===== config.mk =====
export PLATFORM = sky130hd
export DESIGN_NAME = wb_timer_flat
export DESIGN_NICKNAME = d
export VERILOG_FILES = /design/src/rtl/wb_timer_pkg.sv /design/src/rtl/wb_timer_if.sv /design/src/rtl/wb_timer_prescaler.sv /design/src/rtl/wb_timer.sv /design/src/flat_wrapper.sv
export SDC_FILE = /design/constraint.sdc
export NUM_CORES = 1
export LEC_CHECK = 0
export BUFFER_PORTS_ARGS = -buffer_cell sky130_fd_sc_hd__clkbuf_2
export CAP_MARGIN = 20
export CORE_MARGIN = 4
export CORE_UTILIZATION = 50
export CTS_CLUSTER_DIAMETER = 150
export DETAILED_ROUTE_END_ITERATION = 8
export PLACE_DENSITY = 0.7
export SLEW_MARGIN = 15
export SYNTH_ARGS = -nofsm -noshare
export SYNTH_HDL_FRONTEND = slang
export SYNTH_SLANG_ARGS = --single-unit

===== constraint.sdc =====
create_clock -name wb_clk_i -period 3.65 [get_ports wb_clk_i]
set_input_delay 0.1825 -clock wb_clk_i [delete_from_list [all_inputs] [get_ports wb_clk_i]]
set_output_delay 0.1825 -clock wb_clk_i [all_outputs]
set_load 0.005 [all_outputs]

===== src/rtl/wb_timer_pkg.sv =====
// Shared definitions for the Wishbone timer: register indices, control/status
// bit positions, bus handshake states and a byte-lane mask helper.
package wb_timer_pkg;

   localparam logic [2:0] REG_CTRL     = 3'd0;
   localparam logic [2:0] REG_PRESCALE = 3'd1;
   localparam logic [2:0] REG_COUNT    = 3'd2;
   localparam logic [2:0] REG_COMPARE  = 3'd3;
   localparam logic [2:0] REG_STATUS   = 3'd4;

   localparam int CTRL_EN          = 0;
   localparam int CTRL_AUTO_RELOAD = 1;
   localparam int CTRL_IRQ_EN      = 2;
   localparam int STATUS_MATCH     = 0;

   typedef enum logic {
      BUS_IDLE = 1'b0,
      BUS_ACK  = 1'b1
   } bus_state_t;

   // Expands the four byte enables into a per-bit write mask.
   function automatic logic [31:0] sel_to_mask(input logic [3:0] sel);
      return {{8{sel[3]}}, {8{sel[2]}}, {8{sel[1]}}, {8{sel[0]}}};
   endfunction

endpackage


===== src/rtl/wb_timer_if.sv =====
// Wishbone classic bus bundle between the data master and the timer slave.
interface wb_timer_if;

   logic [4:0]  wb_adr_i;
   logic [31:0] wb_dat_i;
   logic [3:0]  wb_sel_i;
   logic        wb_we_i;
   logic        wb_cyc_i;
   logic        wb_stb_i;
   logic [31:0] wb_dat_o;
   logic        wb_ack_o;

   modport master (
      output wb_adr_i, wb_dat_i, wb_sel_i, wb_we_i, wb_cyc_i, wb_stb_i,
      input  wb_dat_o, wb_ack_o
   );

   modport slave (
      input  wb_adr_i, wb_dat_i, wb_sel_i, wb_we_i, wb_cyc_i, wb_stb_i,
      output wb_dat_o, wb_ack_o
   );

endinterface


===== src/rtl/wb_timer_prescaler.sv =====
// Prescaler for the timer: emits a one-cycle tick every (prescale+1) enabled
// clocks; the count is held at zero while disabled or when cleared.
module wb_timer_prescaler #(
   parameter int PS_WIDTH = 16
) (
   input  logic                clk,
   input  logic                rst_n,
   input  logic                en,
   input  logic                clear,
   input  logic [PS_WIDTH-1:0] prescale,
   output logic                tick
);

   localparam logic [PS_WIDTH-1:0] PS_ONE = PS_WIDTH'(1);

   logic [PS_WIDTH-1:0] ps_cnt_q;
   logic [PS_WIDTH-1:0] ps_cnt_d;

   assign tick = en & (ps_cnt_q == prescale);

   always_comb begin
      ps_cnt_d = ps_cnt_q + PS_ONE;
      if (!en || clear || tick) begin
         ps_cnt_d = '0;
      end
   end

   always_ff @(posedge clk or negedge rst_n) begin
      if (!rst_n) begin
         ps_cnt_q <= '0;
      end else begin
         ps_cnt_q <= ps_cnt_d;
      end
   end

endmodule


===== src/rtl/wb_timer.sv =====
// Wishbone classic timer/compare slave: registered single-cycle ack, byte-lane
// writes, prescaled 32-bit counter with compare match and level interrupt.
module wb_timer
   import wb_timer_pkg::*;
#(
   parameter int PS_WIDTH  = 16,
   parameter int CNT_WIDTH = 32
) (
   input  logic        wb_clk_i,
   input  logic        wb_rst_i,
   wb_timer_if.slave   wb,
   output logic        irq_o
);

   localparam logic [CNT_WIDTH-1:0] CNT_ONE = CNT_WIDTH'(1);

   bus_state_t           state_q, state_d;
   logic [2:0]           ctrl_q, ctrl_d;
   logic [PS_WIDTH-1:0]  prescale_q, prescale_d;
   logic [CNT_WIDTH-1:0] count_q, count_d;
   logic [CNT_WIDTH-1:0] compare_q, compare_d;
   logic                 match_q, match_d;
   logic [31:0]          dat_o_q, dat_o_d;

   logic                 xfer_commit;
   logic                 wr_commit;
   logic [2:0]           reg_idx;
   logic [31:0]          wr_mask;
   logic [31:0]          rd_data;
   logic                 ps_clear;
   logic                 tick;
   logic                 unused_adr_bits;

   assign reg_idx         = wb.wb_adr_i[4:2];
   assign unused_adr_bits = ^wb.wb_adr_i[1:0];
   assign wr_mask         = sel_to_mask(wb.wb_sel_i);
   assign xfer_commit     = (state_q == BUS_IDLE) && wb.wb_cyc_i && wb.wb_stb_i;
   assign wr_commit       = xfer_commit && wb.wb_we_i;
   assign ps_clear        = wr_commit && (reg_idx == REG_PRESCALE);

   assign wb.wb_ack_o = (state_q == BUS_ACK);
   assign wb.wb_dat_o = dat_o_q;
   assign irq_o       = match_q & ctrl_q[CTRL_IRQ_EN];

   wb_timer_prescaler #(
      .PS_WIDTH(PS_WIDTH)
   ) u_prescaler (
      .clk      (wb_clk_i),
      .rst_n    (wb_rst_i),
      .en       (ctrl_q[CTRL_EN]),
      .clear    (ps_clear),
      .prescale (prescale_q),
      .tick     (tick)
   );

   // Ack is held for one cycle, so a persistent strobe is served every other cycle.
   always_comb begin
      state_d = BUS_IDLE;
      case (state_q)
         BUS_IDLE: if (wb.wb_cyc_i && wb.wb_stb_i) state_d = BUS_ACK;
         BUS_ACK:  state_d = BUS_IDLE;
         default:  state_d = BUS_IDLE;
      endcase
   end

   always_comb begin
      rd_data = '0;
      case (reg_idx)
         REG_CTRL:     rd_data[2:0]           = ctrl_q;
         REG_PRESCALE: rd_data[PS_WIDTH-1:0]  = prescale_q;
         REG_COUNT:    rd_data[CNT_WIDTH-1:0] = count_q;
         REG_COMPARE:  rd_data[CNT_WIDTH-1:0] = compare_q;
         REG_STATUS:   rd_data[STATUS_MATCH]  = match_q;
         default:      rd_data = '0;
      endcase
      dat_o_d = xfer_commit ? rd_data : dat_o_q;
   end

   // Ordering sets priority: W1C clear, then tick (match set wins), then bus writes (COUNT write wins).
   always_comb begin
      ctrl_d     = ctrl_q;
      prescale_d = prescale_q;
      count_d    = count_q;
      compare_d  = compare_q;
      match_d    = match_q;
      if (wr_commit && (reg_idx == REG_STATUS) &&
          wr_mask[STATUS_MATCH] && wb.wb_dat_i[STATUS_MATCH]) begin
         match_d = 1'b0;
      end
      if (tick) begin
         count_d = count_q + CNT_ONE;
         if (count_q == compare_q) begin
            match_d = 1'b1;
            if (ctrl_q[CTRL_AUTO_RELOAD]) count_d = '0;
         end
      end
      if (wr_commit) begin
         case (reg_idx)
            REG_CTRL:
               ctrl_d = (ctrl_q & ~wr_mask[2:0]) | (wb.wb_dat_i[2:0] & wr_mask[2:0]);
            REG_PRESCALE:
               prescale_d = (prescale_q & ~wr_mask[PS_WIDTH-1:0]) |
                            (wb.wb_dat_i[PS_WIDTH-1:0] & wr_mask[PS_WIDTH-1:0]);
            REG_COUNT:
               count_d = (count_q & ~wr_mask[CNT_WIDTH-1:0]) |
                         (wb.wb_dat_i[CNT_WIDTH-1:0] & wr_mask[CNT_WIDTH-1:0]);
            REG_COMPARE:
               compare_d = (compare_q & ~wr_mask[CNT_WIDTH-1:0]) |
                           (wb.wb_dat_i[CNT_WIDTH-1:0] & wr_mask[CNT_WIDTH-1:0]);
            default: ;
         endcase
      end
   end

   always_ff @(posedge wb_clk_i or negedge wb_rst_i) begin
      if (!wb_rst_i) begin
         state_q    <= BUS_IDLE;
         ctrl_q     <= '0;
         prescale_q <= '0;
         count_q    <= '0;
         compare_q  <= '0;
         match_q    <= 1'b0;
         dat_o_q    <= '0;
      end else begin
         state_q    <= state_d;
         ctrl_q     <= ctrl_d;
         prescale_q <= prescale_d;
         count_q    <= count_d;
         compare_q  <= compare_d;
         match_q    <= match_d;
         dat_o_q    <= dat_o_d;
      end
   end

endmodule

===== src/flat_wrapper.sv =====
// flat-port wrapper written by rule: the top's interface ports become plain ports
module wb_timer_flat import wb_timer_pkg::*;
#(
   parameter int PS_WIDTH  = 16,
   parameter int CNT_WIDTH = 32
)
  (wb_clk_i, wb_rst_i, irq_o, wb_wb_adr_i, wb_wb_dat_i, wb_wb_sel_i, wb_wb_we_i, wb_wb_cyc_i, wb_wb_stb_i, wb_wb_dat_o, wb_wb_ack_o);
  wb_timer_if wb_i ();
  input  logic wb_clk_i;
  input  logic wb_rst_i;
  output logic irq_o;
  input wire logic [$bits(wb_i.wb_adr_i)-1:0] wb_wb_adr_i;
  input wire logic [$bits(wb_i.wb_dat_i)-1:0] wb_wb_dat_i;
  input wire logic [$bits(wb_i.wb_sel_i)-1:0] wb_wb_sel_i;
  input wire logic [$bits(wb_i.wb_we_i)-1:0] wb_wb_we_i;
  input wire logic [$bits(wb_i.wb_cyc_i)-1:0] wb_wb_cyc_i;
  input wire logic [$bits(wb_i.wb_stb_i)-1:0] wb_wb_stb_i;
  output wire logic [$bits(wb_i.wb_dat_o)-1:0] wb_wb_dat_o;
  output wire logic [$bits(wb_i.wb_ack_o)-1:0] wb_wb_ack_o;
  assign wb_i.wb_adr_i = wb_wb_adr_i;
  assign wb_i.wb_dat_i = wb_wb_dat_i;
  assign wb_i.wb_sel_i = wb_wb_sel_i;
  assign wb_i.wb_we_i = wb_wb_we_i;
  assign wb_i.wb_cyc_i = wb_wb_cyc_i;
  assign wb_i.wb_stb_i = wb_wb_stb_i;
  assign wb_wb_dat_o = wb_i.wb_dat_o;
  assign wb_wb_ack_o = wb_i.wb_ack_o;
  wb_timer #(.PS_WIDTH(PS_WIDTH), .CNT_WIDTH(CNT_WIDTH)) u_core (.wb_clk_i(wb_clk_i), .wb_rst_i(wb_rst_i), .wb(wb_i), .irq_o(irq_o));
endmodule

After elaboration in Yosys (flattened, before gate mapping)
Cells that the tools add are included.
- bits in registers: 133
- word-level logic and storage cells: 63
- output and inout bits: 34
- input port bits: 46
- add/sub/neg operators: 2
- bitwise gates (word level): 17
- equal/unequal tests: 6
- muxes and demuxes: 15
- reduce and logical (&&, ||, !) cells: 15
- operator list (kind ; number):
    $mux 32 ; 5
    $and 32x32->32 ; 3
    $or 32x32->32 ; 2
    $pmux 13 s3 ; 1
    $add 32x1->32 const B ; 1
    $and 16x16->16 ; 2
    $eq 32x32->1 ; 1
    $not 32->32 ; 1
    $pmux 16 s2 ; 1
    $add 16x1->16 const B ; 1
    $eq 16x16->1 ; 1
    $mux 16 ; 1
    $not 16->16 ; 1
    $or 16x16->16 ; 1
    $logic_and 1x1->1 ; 8
    $pmux 2 s4 ; 1
    $and 3x3->3 ; 2
    $eq 3x2->1 const B ; 2
    $reduce_and 2->1 ; 3
    $pmux 1 s5 ; 1
    $mux 1 ; 4
    $eq 3x1->1 const B ; 1
    $eq 3x3->1 const B ; 1
    $logic_not 3->1 ; 1
    other kinds (7) ; 9

Logic depth before layout (Yosys ltp)
Gate-level depths: netlist of run 1.
- depth after elaboration: 10
- mapped depth: 9

Cells and area by module
Synthesis of run 1 repeated with hierarchy kept, for this count alone.
- cell total of the unflattened synthesis: 735
- area, all modules: 7215.7 um^2
- modules (own cells, without submodules) (module ; sequential area each (um^2) ; cells an instance ; area an instance (um^2) ; instances):
    wb_timer ; 2927.8 ; 636 ; 6274.8 ; 1
    wb_timer_prescaler ; 400.4 ; 99 ; 940.9 ; 1

Least setup slack after synthesis of run 1
Ideal clock, no wire load.
- kind: register -> register
- from: register u_core.u_prescaler.ps_cnt_q[10]
- to: register with a tool-made name
- path slack: 1393 ps
- period minus slack after synthesis: 2257 ps
- data arrival time: 2133 ps
- required time: 3526 ps
- stages on the path, launching flop included: 7
- cells stage by stage: dfrtp_1 xor2_1 nor4_2 nand4_2 or4b_1 a31o_1 a211o_1
- RTL lines (item ; line ; text):
    start, declared ; wb_timer_prescaler.sv:16 ; logic [PS_WIDTH-1:0] ps_cnt_q;
    start signal, assigned ; wb_timer_prescaler.sv:32 ; ps_cnt_q <= ps_cnt_d;

==> flow_metrics.tcl, run 1 <==
set metrics [dict create \
    routed_wl_mm 20.9 \
    timing.critical_path.buf_inv 1 \
    drv_cap 0 \
    die_x_um 129 \
    syn_nets 796 \
    ys.flop_type "dfrtp_1" \
    place_area_um2 7830 \
    hp-class "input port to flip-flop" \
    max_slew_margin_pct 40.7 \
    synth_cells 748 \
    clk_latency_ps 430 \
    tritoncts "yes" \
    nNetsFinal 853 \
    vias 6337 \
    multiInputGateArea_um2 3730 \
    grt_antenna_before_repair 0 \
    clkSinkCount 133 \
    cts_repair_resize_count 0 \
    grt_pass1_vias 6287 \
    gp_congestion 0.924 \
    syn_avg_cell_area_um2 9.81 \
    vdd_ir_drop_max_uv 344 \
    seq_area_um2 3330 \
    crit_type "flip-flop to flip-flop" \
    dp_cells 963 \
    core_area_um2 14100 \
    clk_pin_slew_ps 60 \
    cts_made_buffers 17 \
    fin_cells 998 \
    ys_seq_elements 133 \
    drive_gt1_share_pct 23.2 \
    syn_to_final_growth_pct 15.7 \
    initial_utilization_pct 52.0 \
    startpoint_type "flip-flop" \
    drtIter0Drc 726 \
    grt_pass1_wl_mm 33.5 \
    io_pins 80 \
    dr.pass1.iters 5 \
    die_h_um 129 \
    crit_family "simple AND/OR/NAND/NOR gates" \
    cp.arrival_ps 3180 \
    final_hold_viol_count 0 \
    place_ws_ps 874 \
    final_common_cell "dfrtp_1" \
    min_period_ps 2900 \
    wl_per_cell_um 20.9 \
    grt_overflow 0 \
    ys_types 56 \
    die_area_um2 16700 \
    mostFrequentLayoutCells "133 x dfrtp_1, 76 x clkbuf_2, 72 x nor2_1" \
    cellLeakagePower_nw 3.66 \
    yosysTopAreaCell "dfrtp_1" \
    synth_edf_count 0 \
    cp_slowest_cell "and4_1" \
    synth_top_cell_area_share_pct 45.4 \
    worst_slew_pin_slew_ps 883 \
    num_antenna_cells 0 \
    fin_skew_ps 6.63 \
    rows 43 \
    drcViolationCount 0 \
    max_stage_delay_ps 640 \
    required_ps 3920 \
    fin_crit_sh_pct 79.5 \
    n_fill_cell 1219 \
    track_usage_pct 25.9 \
    syn_area_um2 7330 \
    clk_path_buf_depth 2 \
    ctsHoldBuffers 1 \
    timing.fmax_ghz 0.345 \
    yosysWarningCount 0 \
    finalSetupViolCount 0 \
    slew_viol_final 0 \
    p_total_mw 4.35 \
    htree_levels 4 \
    path_cells "xor2_1 > nor4_2 > and4_1 > nand4_1 > buf_4 > nand2_1 > o221ai_1" \
    powerDensity_nw_per_um2 513 \
    fin_tns_setup_ps 0 \
    post_cts_buffers 0 \
    status "complete, no violations" \
    viasPerCell 6.35 \
    setup_slack_ps 749 \
    cts-root-buf "clkbuf_16" \
    postSynth.asyncResetShare_pct 100 \
    final_area_um2 8490 \
    worstPathMaxFanout 37 \
    seq_area_frac_synth_pct 45.4 \
    port_buffers 77 \
    antenna_left 0 \
    netlist_top_cells_area "dfrtp_1 45%, mux2_2 9.4%, xnor2_1 5.9%" \
    rsz0062_at_grt "no" \
    post-dp-hpwl_mm 14.8 \
    grt_max_degree 109 \
    endpoint_kind "flip-flop" \
]
==> per-layer routing <==
metal	vias to the layer above	routed length (um)	GRT usage, %
li1	2855	-	-
met1	3126	8910	36.0
met2	307	9550	40.7
met3	49	1900	5.28
met4	0	497	8.77
met5	-	0	0
==> area by class of cell <==
type,instances,share of cell area [%]
clock buffer,17,5.01
tap,180,2.65
clock inverter,15,2.15
multi-input combinational,541,43.9
timing repair buffer,90,6.07
inverter,22,0.973
sequential,133,39.2
==> power breakdown <==
group	internal [mW]	switching, mW	total [mW]
registers	1.64	0.219	1.86
clock network	1.07	0.675	1.75
logic	0.329	0.414	0.743
==> cell usage after synthesis, types with 6 or more instances <==
library cell and number:
nand2b_1 7, or3_1 6, a21oi_1 10, nand4_1 35
a221oi_1 16, buf_1 6, o211ai_1 6, and3_1 9
nand3_1 25, dfrtp_1 133, a31oi_1 18, nand2_1 59
xor2_1 18, nor4_1 8, a22oi_1 19, xnor2_1 49
nor3_1 14, inv_1 22, o21ai_0 34, mux2_2 61
nor2_1 73, clkbuf_1 44
==> metrics by stage <==
| stage | hold slack, ps | utilization, % |
|---|---|---|
| after floorplan | -113 | - |
| after global placement | 390 | 55.5 |
| after detailed placement | 400 | 55.5 |
| after CTS | 4.47 | 59.9 |
| after global routing | 12.7 | 60.2 |
| final | 14.3 | 60.2 |
==> logic make-up after synthesis <==
| kind of cell | after synthesis | share of synthesized area (%) |
|---|---|---|
| AOI/OAI and AO/OA | 135 | 12.8 |
| adders and majority gates | 2 | 0.341 |
| buffers and inverters | 74 | 3.82 |
| muxes | 69 | 11.0 |
| xor gates and xnor gates | 67 | 8.00 |
| and+or+nand+nor | 268 | 18.7 |
| DFF | 133 | 45.4 |
==> worst reg2reg max path, cell delays in order, from the launching register on <==
cell	delay [ps]
dfrtp_1	440
xor2_1	190
nor4_2	370
and4_1	640
nand4_1	160
buf_4	300
nand2_1	440
o221ai_1	220
==> path summary, 6_finish.rpt <==
| kind | from | endpoint | slack (ps) | cells after the start |
|---|---|---|---|---|
| min in group asynchronous | wb_rst_i | u_core.wb.wb_dat_o[2] | 270 | 2 |
| max in group asynchronous | wb_rst_i | asynchronous set/reset pin | 2650 | 3 |
| worst max-delay path | flip-flop | flip-flop | 750 | 7 |
| worst min-delay path | wb_wb_dat_i[22] | flip-flop | 10 | 2 |
| worst max register to register | flip-flop | flip-flop | 750 | 7 |
| worst min register to register | u_core.wb.wb_dat_o[12] | u_core.wb.wb_dat_o[12] | 490 | 2 |
Note: power is estimated with default switching activity, not from simulation.
==> run 2, diff against run 1 <==
Settings changed: PLACE_DENSITY 0.7 to 0.72.
Clock period 3.65 ns to 2.45 ns, I/O delays scaled along.
==> run 2 against run 1 <==
Net effect:
- die area is the same
- combinational power grew 83%
- non-clock buffer count grew 71
- sequential power grew 44%
- power grew 56%
- core utilization grew 4.6 points
- hold slack gained 35 ps
- wire length grew 3.2%
- cell count grew 7.1%
- fmax grew 25%
- critical path type unchanged
- largest power group is now the clock network
==> flow_metrics.tcl, run 2 (synthesized netlist as in run 1, its figures left out) <==
set metrics [dict create \
    fin_tns_setup_ps 0 \
    rows 43 \
    worst_slew_pin_slew_ps 722 \
    core_area_um2 14100 \
    clk_path_buf_depth 2 \
    syn_to_final_growth_pct 24.7 \
    drcViolationCount 0 \
    powerDensity_nw_per_um2 743 \
    vdd_ir_drop_max_uv 479 \
    place_ws_ps 46.4 \
    mostFrequentLayoutCells "133 x dfrtp_1, 76 x clkbuf_2, 72 x nor2_1" \
    num_antenna_cells 0 \
    required_ps 2760 \
    cp.arrival_ps 2620 \
    timing.fmax_ghz 0.432 \
    track_usage_pct 26.8 \
    fin_crit_sh_pct 94.5 \
    final_hold_viol_count 0 \
    initial_utilization_pct 52.0 \
    crit_family "compound AO/OA/AOI/OAI gates" \
    cts_made_buffers 17 \
    die_x_um 129 \
    io_pins 80 \
    max_slew_margin_pct 51.8 \
    drv_cap 0 \
    port_buffers 77 \
    die_area_um2 16700 \
    nNetsFinal 924 \
    grt_pass1_vias 6662 \
    startpoint_type "flip-flop" \
    grt_pass1_wl_mm 35.1 \
    worstPathMaxFanout 27 \
    htree_levels 4 \
    viasPerCell 6.15 \
    final_common_cell "dfrtp_1" \
    hp-class "input port to flip-flop" \
    endpoint_kind "flip-flop" \
    status "complete, no violations" \
    slew_viol_final 0 \
    crit_type "flip-flop to flip-flop" \
    cts-root-buf "clkbuf_16" \
    rsz0062_at_grt "no" \
    antenna_left 0 \
    vias 6570 \
    setup_slack_ps 134 \
    tritoncts "yes" \
    gp_congestion 0.997 \
    max_stage_delay_ps 430 \
    clk_latency_ps 430 \
    grt_antenna_before_repair 0 \
    drtIter0Drc 765 \
    dr.pass1.iters 5 \
    routed_wl_mm 21.5 \
    timing.critical_path.buf_inv 1 \
    cp_slowest_cell "dfrtp_1" \
    post-dp-hpwl_mm 15.6 \
    drive_gt1_share_pct 26.2 \
    path_cells "xor2_1 > nor4_2 > nand4_2 > buf_4 > o311ai_0 > a21boi_1 > a311o_1" \
    grt_overflow 0 \
    fin_skew_ps 8.54 \
    die_h_um 129 \
    cellLeakagePower_nw 4.04 \
    finalSetupViolCount 0 \
    wl_per_cell_um 20.1 \
    min_period_ps 2320 \
    clk_pin_slew_ps 60 \
    clkSinkCount 133 \
    grt_max_degree 59 \
]
run 2: changes by cell type in the layout (fill, tap and decap cells not counted), moves of 2 or more:
| cell | before | now |
|---|---|---|
| clkinv_2 | 1 | 3 |
| clkbuf_8 | 0 | 3 |
| dlygate4sd3_1 | 1 | 32 |
| nor4_1 | 8 | 6 |
| nor4_2 | 2 | 4 |
| clkinvlp_4 | 7 | 2 |
| buf_4 | 10 | 51 |
run 2: stage by stage:
stage          instances  area (um2)  util, %  power (mW)  hold WS, ps
2_1_floorplan        748        7330        -        3.42         -173
3_3_place_gp        1005        8160     57.9        3.95          132
3_5_place_dp        1005        8160     57.9        3.99          144
4_1_cts             1069        9120     64.7        6.81         20.4
5_1_grt             1069        9140     64.9        7.08         45.4
6_report            1069        9140     64.9        6.79         49.0
run 2: repair_timing:
action | in CTS | in global routing
setup endpoints to repair | 0 | 20
setup buffers | 0 | 0
gates resized for setup | 0 | 3
endpoints found under the hold margin | 115 | 0
hold buffers | 32 | 0
run 2: final cells by class:
class                      count  area [um2]
fill                        1121        4950
multi-input combinational    541        3750
sequential                   133        3330
timing repair buffer         161        1110
clock buffer                  20         467
tap                          180         225
clock inverter                12         176
inverter                      22        82.6
run 2: where the power goes:
group	switching [mW]	internal, mW	leakage [nW]
combinational	0.736	0.620	1.96
sequential	0.236	2.44	1.77
clock	0.977	1.78	0.312
run 2: worst paths after layout:
check	from	depth (start not counted)	to	slack, ps
hold / removal	wb_wb_dat_i[0]	2	flip-flop	50
setup reg to reg	u_core.u_prescaler.ps_cnt_q[8]	7	flip-flop	130
max in group asynchronous	wb_rst_i	3	u_core.wb.wb_dat_o[28]	1330
hold reg to reg	u_core.wb.wb_dat_o[9]	2	u_core.wb.wb_dat_o[9]	490
setup / recovery	u_core.u_prescaler.ps_cnt_q[8]	7	flip-flop	130
min in group asynchronous	wb_rst_i	2	u_core.wb.wb_dat_o[2]	250
run 2: metal layers:
| layer | vias up | part of all wire [%] | GRT usage, % |
|---|---|---|---|
| met1 | 3207 | 43 | 36.8 |
| met4 | 0 | 2.3 | 9.08 |
| met3 | 43 | 8.5 | 6.27 |
| met2 | 323 | 47 | 42.0 |
| met5 | - | 0 | 0 |
| li1 | 2997 | - | - |
==> run 3, diff against run 2 <==
Settings changed: CORE_UTILIZATION 50 to 40, PLACE_DENSITY 0.72 to default.
==> run 3 against run 2 <==
Net effect:
- register-to-register slack hardly changed
- clock skew about the same
- global-route usage down 5.0 points
- final area increased by 1.2%
- combinational power about the same
- flip-flop and latch count stayed put
- cell count up 5.1%
- hold slack got worse by 24 ps
- core utilization fell by 14 points
- clock power shrank 2%
- first-iteration DRC count decreased by 28%
- largest cell class unchanged
==> flow_metrics.tcl, run 3 (synthesized netlist as in run 1, its figures left out) <==
set metrics [dict create \
    io_pins 80 \
    core_area_um2 18000 \
    wl_met2_mm 9.89 \
    routed_wl_mm 21.7 \
    worst_slew_pin_slew_ps 704 \
    setup_slack_ps 137 \
    crit_family "simple AND/OR/NAND/NOR gates" \
    drtIter0Drc 547 \
    clk_path_buf_depth 2 \
    drv_cap 0 \
    routed.top_layer "met4" \
    grt_pass1_wl_mm 34.5 \
    die_x_um 143 \
    max_stage_delay_ps 560 \
    rsz0062_at_grt "no" \
    cts_made_buffers 17 \
    clkSinkCount 133 \
    post_cts_buffers 0 \
    cp.arrival_ps 2630 \
    clk_latency_ps 430 \
    pwr-share-clk_pct 40.2 \
    initial_utilization_pct 40.7 \
    path_cells "xor2_1 > nor4_2 > nand4_2 > or4b_1 > a31o_1 > a211o_1" \
    seqPwrFrac_pct 39.8 \
    hold_start "wb_wb_dat_i[0]" \
    final_hold_viol_count 0 \
    finalSetupViolCount 0 \
    cts-root-buf "clkbuf_16" \
    worstPathMaxFanout 3 \
    slew_viol_final 0 \
    drive_gt1_share_pct 26.6 \
    timing.critical_path.buf_inv 0 \
    cellLeakagePower_nw 4.07 \
    grt_pass1_vias 6098 \
    die_area_um2 20600 \
    rows 49 \
    endpoint_kind "flip-flop" \
    fin_skew_ps 8.31 \
    place_ws_ps 140 \
    wl_per_cell_um 19.3 \
    vdd_ir_drop_max_uv 576 \
    syn_to_final_growth_pct 26.2 \
    antenna_left 0 \
    grt_overflow 0 \
    fin_crit_sh_pct 94.4 \
    drcViolationCount 0 \
    vias 6340 \
    nNetsFinal 930 \
    wl_met3_mm 1.32 \
    grt_antenna_before_repair 0 \
    num_antenna_cells 0 \
    post-dp-hpwl_mm 15.8 \
    cp_slowest_cell "or4b_1" \
    required_ps 2760 \
    max_slew_margin_pct 53.1 \
    gp_congestion 0.887 \
    mostFrequentLayoutCells "133 x dfrtp_1, 76 x clkbuf_2, 73 x nor2_1" \
    final_common_cell "dfrtp_1" \
    min_period_ps 2310 \
    clk_pin_slew_ps 60 \
    tritoncts "yes" \
    fin_tns_setup_ps 0 \
    viasPerCell 5.64 \
    timing.fmax_ghz 0.432 \
    intPower_mw 4.79 \
    dr.pass1.iters 5 \
    die_h_um 143 \
    met1Wirelength_mm 10.1 \
    grt_max_degree 71 \
    track_usage_pct 21.8 \
    crit_type "flip-flop to flip-flop" \
    htree_levels 4 \
    p_sw_share_pct 28.9 \
    hp-class "input port to flip-flop" \
    status "complete, no violations" \
    port_buffers 77 \
    p_sw_mw 1.95 \
    startpoint_type "flip-flop" \
    powerDensity_nw_per_um2 728 \
    comb_power_share_pct 20.0 \
]
run 3: cell count changes in the layout (fill, tap and decap cells not counted), moves of 2 or more:
cell,before,now
buf_12,1,3
clkinv_4,3,1
clkinv_2,3,1
buf_4,51,56
inv_6,0,2
run 3: worst reg2reg max path: cells and delay by family (launching register included):
family	cells	cell delay (ps)
DFF	1	430
and+or+nand+nor	3	1060
xor gates and xnor gates	1	200
AOI/OAI and AO/OA	2	520
run 3: final timing paths:
| check | to | slack (ps) | depth (start not counted) |
|---|---|---|---|
| setup / recovery | flip-flop | 140 | 6 |
| hold / removal | flip-flop | 20 | 2 |
| setup reg to reg | flip-flop | 140 | 6 |
| hold reg to reg | u_core.wb.wb_dat_o[4] | 490 | 2 |
| max in group asynchronous | u_core.wb.wb_dat_o[9] | 1510 | 3 |
| min in group asynchronous | asynchronous set/reset pin | 290 | 2 |
run 3: repair_timing:
action                                  4_1_cts  5_1_grt
resized for setup                             0        3
endpoints found under the setup margin        0        6
hold buffers                                 31        0
hold endpoints to repair                    126        0
run 3: final cells by class:
| cell class | count | area, um2 |
|---|---|---|
| Clock buffer | 22 | 484 |
| Clock inverter | 10 | 144 |
| Fill cell | 1706 | 8770 |
| Inverter | 22 | 82.6 |
| Multi-Input combinational cell | 541 | 3740 |
| Sequential cell | 133 | 3330 |
| Tap cell | 229 | 287 |
| Timing Repair Buffer | 167 | 1180 |
run 3: per-layer routing:
layer | up-vias | global-route usage [%]
li1 | 3009 | -
met1 | 3090 | 31.1
met2 | 212 | 33.3
met3 | 29 | 4.66
met4 | 0 | 6.49
met5 | - | 0
run 3: through the flow:
| stage | util, % | cell area [um2] | hold slack [ps] | total power, mW | std cells |
|---|---|---|---|---|---|
| 6_report | 51.3 | 9250 | 24.6 | 6.74 | 1124 |
| 5_1_grt | 51.3 | 9250 | 28.2 | 7.06 | 1124 |
| 4_1_cts | 51.2 | 9230 | 4.05 | 6.80 | 1124 |
| 3_5_place_dp | 46.0 | 8300 | 197 | 4.01 | 1061 |
| 3_3_place_gp | 46.0 | 8300 | 200 | 3.99 | 1061 |
| 2_1_floorplan | - | 7330 | -173 | 3.42 | 748 |
run 3: power groups by stage:
stage / logic [mW] / clock network [mW] / registers [mW]
4_1_cts: 1.35 / 2.78 / 2.67
2_1_floorplan: 0.760 / 0 / 2.66
5_1_grt: 1.48 / 2.86 / 2.71
3_3_place_gp: 1.29 / 0 / 2.70
3_5_place_dp: 1.30 / 0 / 2.71
6_report: 1.35 / 2.71 / 2.68
